[src/rtl/if_fetch_queue.sv]
// Instruction-fetch queue: owns the PC, issues in-order imem word reads and
// buffers returned instructions for decode, flushing on EX-stage redirects.

module if_fetch_queue_chk #(
  parameter int unsigned DEPTH = 2,
  parameter int unsigned CW    = 2
) (
  input logic          clk,
  input logic          rst,
  input logic [CW-1:0] fifo_count,
  input logic [CW-1:0] outstanding,
  input logic [CW-1:0] discard
);
  localparam int unsigned OW = CW + 1;

  occupancy_bound: assert property (@(posedge clk) disable iff (rst)
    (OW'(fifo_count) + OW'(outstanding)) <= OW'(DEPTH));

  discard_bound: assert property (@(posedge clk) disable iff (rst)
    discard <= outstanding);
endmodule

module if_fetch_queue #(
  parameter logic [31:0] RESET_PC = 32'h0000_0000,
  parameter int unsigned DEPTH    = 2
) (
  input  logic        clk,
  input  logic        rst,
  output logic        imem_req,
  output logic [31:0] imem_addr,
  input  logic        imem_rvalid,
  input  logic [31:0] imem_rdata,
  input  logic        redirect_valid,
  input  logic [31:0] redirect_pc,
  output logic        id_valid,
  output logic [31:0] id_instr,
  output logic [31:0] id_pc,
  input  logic        id_ready
);
  localparam int unsigned AW = $clog2(DEPTH);
  localparam int unsigned CW = AW + 1;
  localparam int unsigned OW = CW + 1;
  localparam logic [OW-1:0] DEPTH_OCC = OW'(DEPTH);
  localparam logic [31:0]   NOP       = 32'h0000_0013;

  logic [31:0]   fetch_pc_r;
  logic [31:0]   instr_mem_r [DEPTH];
  logic [31:0]   pc_mem_r    [DEPTH];
  logic [31:0]   pcq_mem_r   [DEPTH];
  logic [AW-1:0] rd_ptr_r;
  logic [AW-1:0] wr_ptr_r;
  logic [AW-1:0] pcq_rd_r;
  logic [AW-1:0] pcq_wr_r;
  logic [CW-1:0] count_r;
  logic [CW-1:0] outstanding_r;
  logic [CW-1:0] discard_r;

  logic          pop_s;
  logic          accept_s;
  logic          drop_s;
  logic          pcq_pop_s;
  logic [OW-1:0] occupancy_s;
  logic [CW-1:0] outstanding_nxt_s;

  assign imem_addr = fetch_pc_r;

  // Head presentation, request rule and response classification
  always_comb begin
    id_valid          = 1'b0;
    id_instr          = NOP;
    id_pc             = 32'h0000_0000;
    pop_s             = 1'b0;
    occupancy_s       = {OW{1'b0}};
    imem_req          = 1'b0;
    accept_s          = 1'b0;
    drop_s            = 1'b0;
    pcq_pop_s         = 1'b0;
    outstanding_nxt_s = outstanding_r;

    if (count_r != {CW{1'b0}}) begin
      id_valid = 1'b1;
      id_instr = instr_mem_r[rd_ptr_r];
      id_pc    = pc_mem_r[rd_ptr_r];
    end else begin
      id_valid = 1'b0;
    end

    pop_s       = id_valid && id_ready;
    // Slots already promised: buffered entries plus reads still in flight.
    occupancy_s = OW'(count_r) + OW'(outstanding_r) - OW'(pop_s);
    imem_req    = !rst && !redirect_valid && (occupancy_s < DEPTH_OCC);

    pcq_pop_s = imem_rvalid && (discard_r == {CW{1'b0}});
    accept_s  = pcq_pop_s && !redirect_valid;
    drop_s    = imem_rvalid && (discard_r != {CW{1'b0}});
    outstanding_nxt_s = outstanding_r + CW'(imem_req) - CW'(imem_rvalid);
  end

  // Fetch PC, queue pointers and in-flight bookkeeping
  always_ff @(posedge clk or posedge rst) begin
    if (rst) begin
      fetch_pc_r    <= RESET_PC;
      rd_ptr_r      <= {AW{1'b0}};
      wr_ptr_r      <= {AW{1'b0}};
      pcq_rd_r      <= {AW{1'b0}};
      pcq_wr_r      <= {AW{1'b0}};
      count_r       <= {CW{1'b0}};
      outstanding_r <= {CW{1'b0}};
      discard_r     <= {CW{1'b0}};
    end else if (redirect_valid) begin
      // Every read still in flight after this edge belongs to the old stream.
      fetch_pc_r    <= redirect_pc & 32'hFFFF_FFFC;
      rd_ptr_r      <= {AW{1'b0}};
      wr_ptr_r      <= {AW{1'b0}};
      pcq_rd_r      <= {AW{1'b0}};
      pcq_wr_r      <= {AW{1'b0}};
      count_r       <= {CW{1'b0}};
      outstanding_r <= outstanding_nxt_s;
      discard_r     <= outstanding_nxt_s;
    end else begin
      if (imem_req) begin
        fetch_pc_r <= fetch_pc_r + 32'd4;
        pcq_wr_r   <= pcq_wr_r + AW'(1);
      end
      if (pcq_pop_s) begin
        pcq_rd_r <= pcq_rd_r + AW'(1);
      end
      if (accept_s) begin
        wr_ptr_r <= wr_ptr_r + AW'(1);
      end
      if (pop_s) begin
        rd_ptr_r <= rd_ptr_r + AW'(1);
      end
      count_r       <= count_r + CW'(accept_s) - CW'(pop_s);
      outstanding_r <= outstanding_nxt_s;
      discard_r     <= discard_r - CW'(drop_s);
    end
  end

  // Instruction FIFO and request-PC queue storage
  always_ff @(posedge clk) begin
    if (accept_s) begin
      instr_mem_r[wr_ptr_r] <= imem_rdata;
      pc_mem_r[wr_ptr_r]    <= pcq_mem_r[pcq_rd_r];
    end
    if (imem_req) begin
      pcq_mem_r[pcq_wr_r] <= fetch_pc_r;
    end
  end

  if_fetch_queue_chk #(
    .DEPTH (DEPTH),
    .CW    (CW)
  ) u_chk (
    .clk         (clk),
    .rst         (rst),
    .fifo_count  (count_r),
    .outstanding (outstanding_r),
    .discard     (discard_r)
  );
endmodule

[config.mk]
export PLATFORM = sky130hd
export DESIGN_NAME = if_fetch_queue
export DESIGN_NICKNAME = d
export VERILOG_FILES = /design/src/rtl/if_fetch_queue.sv
export SDC_FILE = /design/constraint.sdc
export NUM_CORES = 1
export LEC_CHECK = 0
export CAP_MARGIN = 15
export CORE_ASPECT_RATIO = 0.5
export CORE_MARGIN = 5
export CORE_UTILIZATION = 30
export CTS_CLUSTER_SIZE = 30
export DETAILED_ROUTE_END_ITERATION = 10
export PLACE_DENSITY = 0.54
export SLEW_MARGIN = 20
export SYNTH_ARGS = -nofsm -noshare
export SYNTH_HDL_FRONTEND = slang
export SYNTH_SLANG_ARGS = --single-unit
[constraint.sdc]
create_clock -name clk -period 4.29 [get_ports clk]
set_input_delay 0.858 -clock clk [delete_from_list [all_inputs] [get_ports clk]]
set_output_delay 0.858 -clock clk [all_outputs]
set_load 0.02 [all_outputs]
==> out/qor.txt, run 1 <==
Cell Int Power - 0.00471 W
Seq pwr share - 0.417
Total Negative Setup Slacks - 0 ns
Via-to-Cell Ratio - 4.74
fin nets - 880
sequential fraction of the synthesis area - 0.708
net switching power - 0.00220 W
CP max-delay cell - clkdlybuf4s50_1
max_cap viols - 0
DR iter-0 viols - 321
Final Cycle Share - 0.952
Mapped Cells - 632
Setup WS pre-CTS - 0.202 ns
f_max - 0.245 GHz
DIE WIDTH - 258 µm
CTS Sinks - 224
Worst-Margin Slew - 0.756 ns
Rows - 45
Synth top area share - 0.599
# Post-CTS Setup Buffers - 0
Initial Util - 0.304
final setup vio count - 0
Die ar. - 34600 µm²
Post-CTS Resized - 0
largest net degree at the start of global routing - 63
Synth Register Bits - 224
DRT Wirelength - 22900 µm
Clk pwr share - 0.273
CTS tree - yes
nature of the critical path startpoint - input pin
CP delay by family, top - buffers and inverters
Final Max Slew Viols - 0
CORE AREA - 30300 µm²
clock buffer depth - 3
register area - 6530 µm²
synth warn - 0
Worst Path Buf+Inv - 2
cts bufs inserted - 23
PnR worst setup slack - 0.205 ns
vias in the first global route - 5997
clk_lat worst skew - 0.51 ns
Critical Path AT - 3.23 ns
skew final - 0.0135 ns
hold buffers post-CTS - 0
dpl cells - 1177
CP Max Fanout - 2
multi-input gate area in the final layout - 2550 µm²
Hold Path Class - reg -> reg
Detailed Place HPWL - 15200 µm
WP data required - 3.43 ns
class of the most critical setup path - in -> out
Sw Share - 0.318
post-synthesis area per instance - 14.6 µm²
GPL Wtd Cong - 0.796
final hold violation count - 0
Max-slew headroom - 0.496
leak pwr - 4.01 nW
Clock transition at path regs - 0.06 ns
unique cell type count in the Yosys netlist - 40
Max VDD drop - 0.000253 V
Root Driver - clkbuf_16
Comb power frac - 0.310
Layout area overhead - 31.3%
Tot GR Track Use - 0.130
outcome - finished clean
Remaining DRCs - 0
crit end category - primary output
CTS H-Tree Depth - 1
Die H - 134 µm
Synth Flop Type - edfxtp_1
Mapped Area - 9220 µm²
per-cell routed wire length - 18.8 µm
Critical Path Max Stage Delay - 0.65 ns
post-layout min period - 4.08 ns
DR pass1 iterations - 4
layout cells sized above 1 - 0.106
post-route ant nets - 0
I/O pin total - 167
critical-path cell list - clkdlybuf4s50_1 > xor2_1 > nand2_1 > fa_1 > nor2b_1 > nand2_1 > nor2_1 > clkdlybuf4s50_1
Layout fillers - 2855
DR vias - 5773
PD cells - 571 nW/µm²
global-route wire length before repair - 35300 µm
Async S/R FF share, synth - 0.179
cell taking the most area after synthesis - edfxtp_1
final std cells w/o fill - 1219
Port Buffer Count - 160
Post-synth EDFFs - 184
dominant cells by area after synthesis - edfxtp_1 (60%), dfrtp_1 (11%), mux2i_1 (6.8%)
RSZ-0062 raised after global routing - no
grt total ovfl - 0
initial antenna violation count - 1
## logic make-up after synthesis
family                     count (synthesis)  share of synthesized area
xor gates and xnor gates                  16                     0.0160
muxes                                     93                      0.105
and+or+nand+nor                          190                      0.101
DFF                                      224                      0.708
adders and majority gates                  8                     0.0117
AOI/OAI and AO/OA                         55                     0.0381
buffers and inverters                     45                     0.0201
other                                      1                   0.000407
## cell type report
| cell class | instances | share of cell area |
|---|---|---|
| flip-flops and latches | 224 | 0.539 |
| multi-input cells | 366 | 0.210 |
| repair buffers | 177 | 0.148 |
| clock buffers | 32 | 0.0512 |
| well taps | 399 | 0.0412 |
| clock inverters | 9 | 0.00620 |
| inverters | 11 | 0.00341 |
| diodes | 1 | 0.000207 |
## metal layers
layer | track usage | vias to the layer above | wire [µm]
met3 | 0.0199 | 46 | 660
met2 | 0.239 | 104 | 11900
li1 | - | 2725 | -
met4 | 0.0427 | 0 | 727
met5 | 0 | - | 0
met1 | 0.156 | 2898 | 9570
## cell usage in the layout, fill, tap and decap left out, types with 7 or more instances in the layout
cell type,instances
clkbuf_1,8
or4_1,19
ha_1,7
nor2_1,86
clkdlybuf4s50_1,160
clkbuf_16,23
inv_1,11
buf_4,12
a31oi_1,18
mux2_2,30
xor2_1,9
o31ai_1,14
nand3_1,14
nand2_1,27
edfxtp_1,184
nand4_1,11
mux2i_1,63
dfrtp_1,39
o21ai_0,15
## flip-flops by register name, summed over array words and instances (netlist names)
signal / cells
instr_mem_r: 64
pc_mem_r: 60
pcq_mem_r: 60
imem_addr: 30
count_r: 2
discard_r: 2
outstanding_r: 2
pcq_rd_r: 1
pcq_wr_r: 1
rd_ptr_r: 1
wr_ptr_r: 1
## cells in the mapped netlist, drive strengths merged (10+ instances only)
master	instances
a31oi	18
buf	10
clkbuf	24
dfrtp	40
edfxtp	184
inv	11
mux2	30
mux2i	63
nand2	27
nand3	14
nand4	11
nor2	88
o21ai	15
o31ai	14
or4	19
xor2	10
## path summary, 6_finish.rpt
kind	startpoint	endpoint	slack [ns]	cells after the start
worst max-delay path	id_ready	imem_req	0.21	8
worst min-delay path	pcq_mem_r[0][7]$_DFFE_PP_	pc_mem_r[0][7]$_DFFE_PP_	0.56	1
worst max register to register	count_r[0]$_DFF_PP0_	imem_addr[27]$_DFFE_PP0P_	0.92	10
worst min register to register	pcq_mem_r[0][7]$_DFFE_PP_	pc_mem_r[0][7]$_DFFE_PP_	0.56	1
max in group asynchronous	rst	rd_ptr_r$_DFFE_PP0P_	3.19	3
min in group asynchronous	rst	imem_addr[23]$_DFFE_PP0P_	0.82	3
## power groups by stage
stage | combinational, W | sequential, W | clock [W]
global placement | 0.00218 | 0.00292 | 0
floorplan | 0.00121 | 0.00287 | 0
finish | 0.00215 | 0.00288 | 0.00188
global route | 0.00231 | 0.00292 | 0.00205
detailed placement | 0.00219 | 0.00293 | 0
CTS | 0.00220 | 0.00289 | 0.00194
## through the flow
| stage | instance area [µm²] | hold slack (ns) | total power (W) | utilization |
|---|---|---|---|---|
| 6_report | 12100 | 0.559 | 0.00691 | 0.400 |
| 3_3_place_gp | 11400 | 0.541 | 0.00510 | 0.377 |
| 5_1_grt | 12100 | 0.573 | 0.00728 | 0.400 |
| 4_1_cts | 12100 | 0.561 | 0.00703 | 0.400 |
| 3_5_place_dp | 11400 | 0.550 | 0.00513 | 0.377 |
| 2_1_floorplan | 9240 | 0.537 | 0.00408 | - |
No activity file was read; power rests on OpenSTA's default activity.
==> run 2: changes to the inputs <==
--- a/config.mk
+++ b/config.mk
@@ -12,6 +12,7 @@
 export CTS_CLUSTER_SIZE = 30
 export DETAILED_ROUTE_END_ITERATION = 10
 export PLACE_DENSITY = 0.54
+export SETUP_SLACK_MARGIN = 0.05
 export SLEW_MARGIN = 20
 export SYNTH_ARGS = -nofsm -noshare
 export SYNTH_HDL_FRONTEND = slang
==> results of run 2 <==
Same layout as run 1: the final DEF is identical, and so are final timing and power.
==> run 3: changes to the inputs <==
--- a/config.mk
+++ b/config.mk
@@ -7,7 +7,7 @@
 export LEC_CHECK = 0
 export CAP_MARGIN = 15
 export CORE_ASPECT_RATIO = 0.5
-export CORE_MARGIN = 5
+export CORE_MARGIN = 2
 export CORE_UTILIZATION = 30
 export CTS_CLUSTER_SIZE = 30
 export DETAILED_ROUTE_END_ITERATION = 10
==> run 3 against run 2 <==
Against the previous run:
- register-to-register slack better by 0.13 ns
- non-clock buffer count is 3 higher
- sequential power hardly changed
- critical path depth stayed put
- worst hold slack better by 0.0022 ns
- combinational power hardly changed
- worst setup slack better by 0.39 ns
- routed wire length is 4.2% lower
- maximum frequency is 11% higher
- via count is 0.47% lower
- largest power group unchanged
==> out/qor.txt, run 3 (synthesized netlist as in run 1, its figures left out) <==
PD cells - 571 nW/µm² (about the same)
Initial Util - 0.304 (unchanged)
global-route wire length before repair - 33900 µm (was 35300 µm)
Die ar. - 32200 µm² (was 34600 µm²)
CP Max Fanout - 3 (was 2)
Crit. Startpoint - id_ready (unchanged)
Worst-Margin Slew - 0.970 ns (was 0.756 ns)
reg-to-reg endpoint - imem_addr[21]$_DFFE_PP0P_ (was imem_addr[27]$_DFFE_PP0P_)
max reg flops - 64 (unchanged)
DR pass1 iterations - 4 (unchanged)
Critical Path Max Stage Delay - 0.51 ns (was 0.65 ns)
hold buffers post-CTS - 0 (unchanged)
layout cells sized above 1 - 0.111 (was 0.106)
post-route ant nets - 0 (unchanged)
final hold violation count - 0 (unchanged)
largest register by flop count - instr_mem_r (unchanged)
outcome - finished clean (unchanged)
Final Max Slew Viols - 0 (unchanged)
post-layout min period - 3.69 ns (was 4.08 ns)
per-cell routed wire length - 17.9 µm (was 18.8 µm)
DIE WIDTH - 252 µm (was 258 µm)
Tot GR Track Use - 0.136 (was 0.130)
Layout area overhead - 31.8% (was 31.3%)
worst hold path cell count - 1 (unchanged)
Placed Instance Area - 11400 µm² (about the same)
CTS H-Tree Depth - 1 (unchanged)
Post-Route Utilization - 0.401 (was 0.400)
Detailed Place HPWL - 14600 µm (was 15200 µm)
DRT Wirelength - 21900 µm (was 22900 µm)
initial antenna violation count - 3 (was 1)
GPL Wtd Cong - 0.786 (was 0.796)
grt total ovfl - 0 (unchanged)
CP max-delay cell - fa_1 (was clkdlybuf4s50_1)
CORE AREA - 30300 µm² (unchanged)
Port Buffer Count - 160 (unchanged)
Critical Path AT - 2.83 ns (was 3.23 ns)
biggest regs - instr_mem_r (64), pc_mem_r (60), pcq_mem_r (60) (unchanged)
leak pwr - 4.06 nW (was 4.01 nW)
R2R Setup Slk - 1.05 ns (was 0.92 ns)
cts bufs inserted - 23 (unchanged)
largest net degree at the start of global routing - 60 (was 63)
final std cells w/o fill - 1223 (was 1219)
Final Cycle Share - 0.860 (was 0.952)
WP data required - 3.43 ns (about the same)
skew final - 0.0161 ns (was 0.0135 ns)
Root Driver - clkbuf_16 (unchanged)
Rows - 45 (unchanged)
R2R depth - 11 (was 10)
I/O pin total - 167 (unchanged)
final instance area - 12100 µm² (about the same)
dpl cells - 1180 (was 1177)
final setup vio count - 0 (unchanged)
class of the most critical setup path - in -> out (unchanged)
RSZ-0062 raised after global routing - no (unchanged)
clk_lat worst skew - 0.52 ns (was 0.51 ns)
crit end category - primary output (unchanged)
Hold Path Class - reg -> reg (unchanged)
Max-slew headroom - 0.352 (was 0.496)
CTS tree - yes (unchanged)
clock buffer depth - 3 (unchanged)
Clock transition at path regs - 0.06 ns (about the same)
vias in the first global route - 5912 (was 5997)
Most common cell on crit path - nand2_1
Die H - 128 µm (was 134 µm)
Hold Startpoint - pcq_mem_r[1][16]$_DFFE_PP_ (was pcq_mem_r[0][7]$_DFFE_PP_)
f_max - 0.271 GHz (was 0.245 GHz)
commonest non-fill, non-tap cell in the layout - edfxtp_1 (unchanged)
Via-to-Cell Ratio - 4.70 (was 4.74)
Max VDD drop - 0.000237 V (was 0.000253 V)
Remaining DRCs - 0 (unchanged)
Reg2Reg Launch Point - count_r[0]$_DFF_PP0_ (unchanged)
fin nets - 883 (was 880)
DR vias - 5746 (was 5773)
CTS Sinks - 224 (unchanged)
Worst Hold End - pc_mem_r[0][16]$_DFFE_PP_ (was pc_mem_r[0][7]$_DFFE_PP_)
DR iter-0 viols - 292 (was 321)
max_cap viols - 0 (unchanged)
most frequent cells in the layout - edfxtp_1 (184), clkdlybuf4s50_1 (159), nor2_1 (86), mux2i_1 (63), dfrtp_1 (39) (was edfxtp_1 (184), clkdlybuf4s50_1 (160), nor2_1 (86), mux2i_1 (63), dfrtp_1 (39))
Total Negative Setup Slacks - 0 ns (unchanged)
overall power - 0.00694 W (was 0.00691 W)
critical-path cell list - clkdlybuf4s50_1 > xor2_1 > nand2_1 > fa_1 > nor2b_1 > nand2_1 > nor2_1 > dlymetal6s2s_1 (was clkdlybuf4s50_1 > xor2_1 > nand2_1 > fa_1 > nor2b_1 > nand2_1 > nor2_1 > clkdlybuf4s50_1)
nature of the critical path startpoint - input pin (unchanged)
## run 3: cell count changes in the layout (fill, tap and decap cells not counted)
| cell | previous run | this run |
|---|---|---|
| clkbuf_1 | 8 | 5 |
| clkbuf_8 | 1 | 0 |
| clkdlybuf4s50_1 | 160 | 159 |
| buf_4 | 12 | 15 |
| diode_2 | 1 | 3 |
| clkinv_1 | 1 | 2 |
| clkinv_2 | 5 | 7 |
| dlymetal6s2s_1 | 0 | 1 |
| bufinv_16 | 1 | 2 |
| clkinvlp_4 | 1 | 0 |
## run 3: cell type report
type	instances	area, µm²
diodes	3	7.51
clock buffers	28	594
clock inverters	12	111
fillers	2811	18100
inverters	11	41.3
multi-input cells	366	2550
flip-flops and latches	224	6530
well taps	399	499
repair buffers	180	1820
## run 3: per-layer routing
layer  wire length [µm]  track usage
met4                478       0.0446
met5                  0            0
met3                681       0.0254
met1               9340        0.166
met2              11400        0.243
## run 3: timing repair
item / 4_1_cts / 5_1_grt
setup buffers: 0 / 0
resized for setup: 0 / 1
endpoints found under the setup margin: 0 / 1
## run 3: worst max path at each step
stage | endpoint | slack, ns | cells after the start
after global placement | imem_req | 0.19 | 8
final | imem_req | 0.60 | 8
after global routing | imem_req | 0.40 | 8
after CTS | imem_req | 0.16 | 8
after floorplan | pcq_mem_r[0][10]$_DFFE_PP_ | 0.62 | 6
after detailed placement | imem_req | 0.17 | 8
## run 3: metrics by stage
step | hold slack, ns | setup WS, ns
floorplan | 0.537 | 0.616
global placement | 0.539 | 0.192
detailed placement | 0.550 | 0.175
CTS | 0.563 | 0.162
global route | 0.579 | 0.397
finish | 0.561 | 0.599
## run 3: report_power, final
part	leakage [nW]	switching, W	internal (W)
clock network	0.353	0.000822	0.00110
registers	2.13	0.000206	0.00268
logic	1.57	0.00116	0.000961
## run 3: critical path: cells and delay by family
| family | cells | cell delay [ns] |
|---|---|---|
| adders and majority gates | 1 | 0.51 |
| buffers and inverters | 2 | 0.76 |
| xor gates and xnor gates | 1 | 0.15 |
| and+or+nand+nor | 4 | 0.56 |
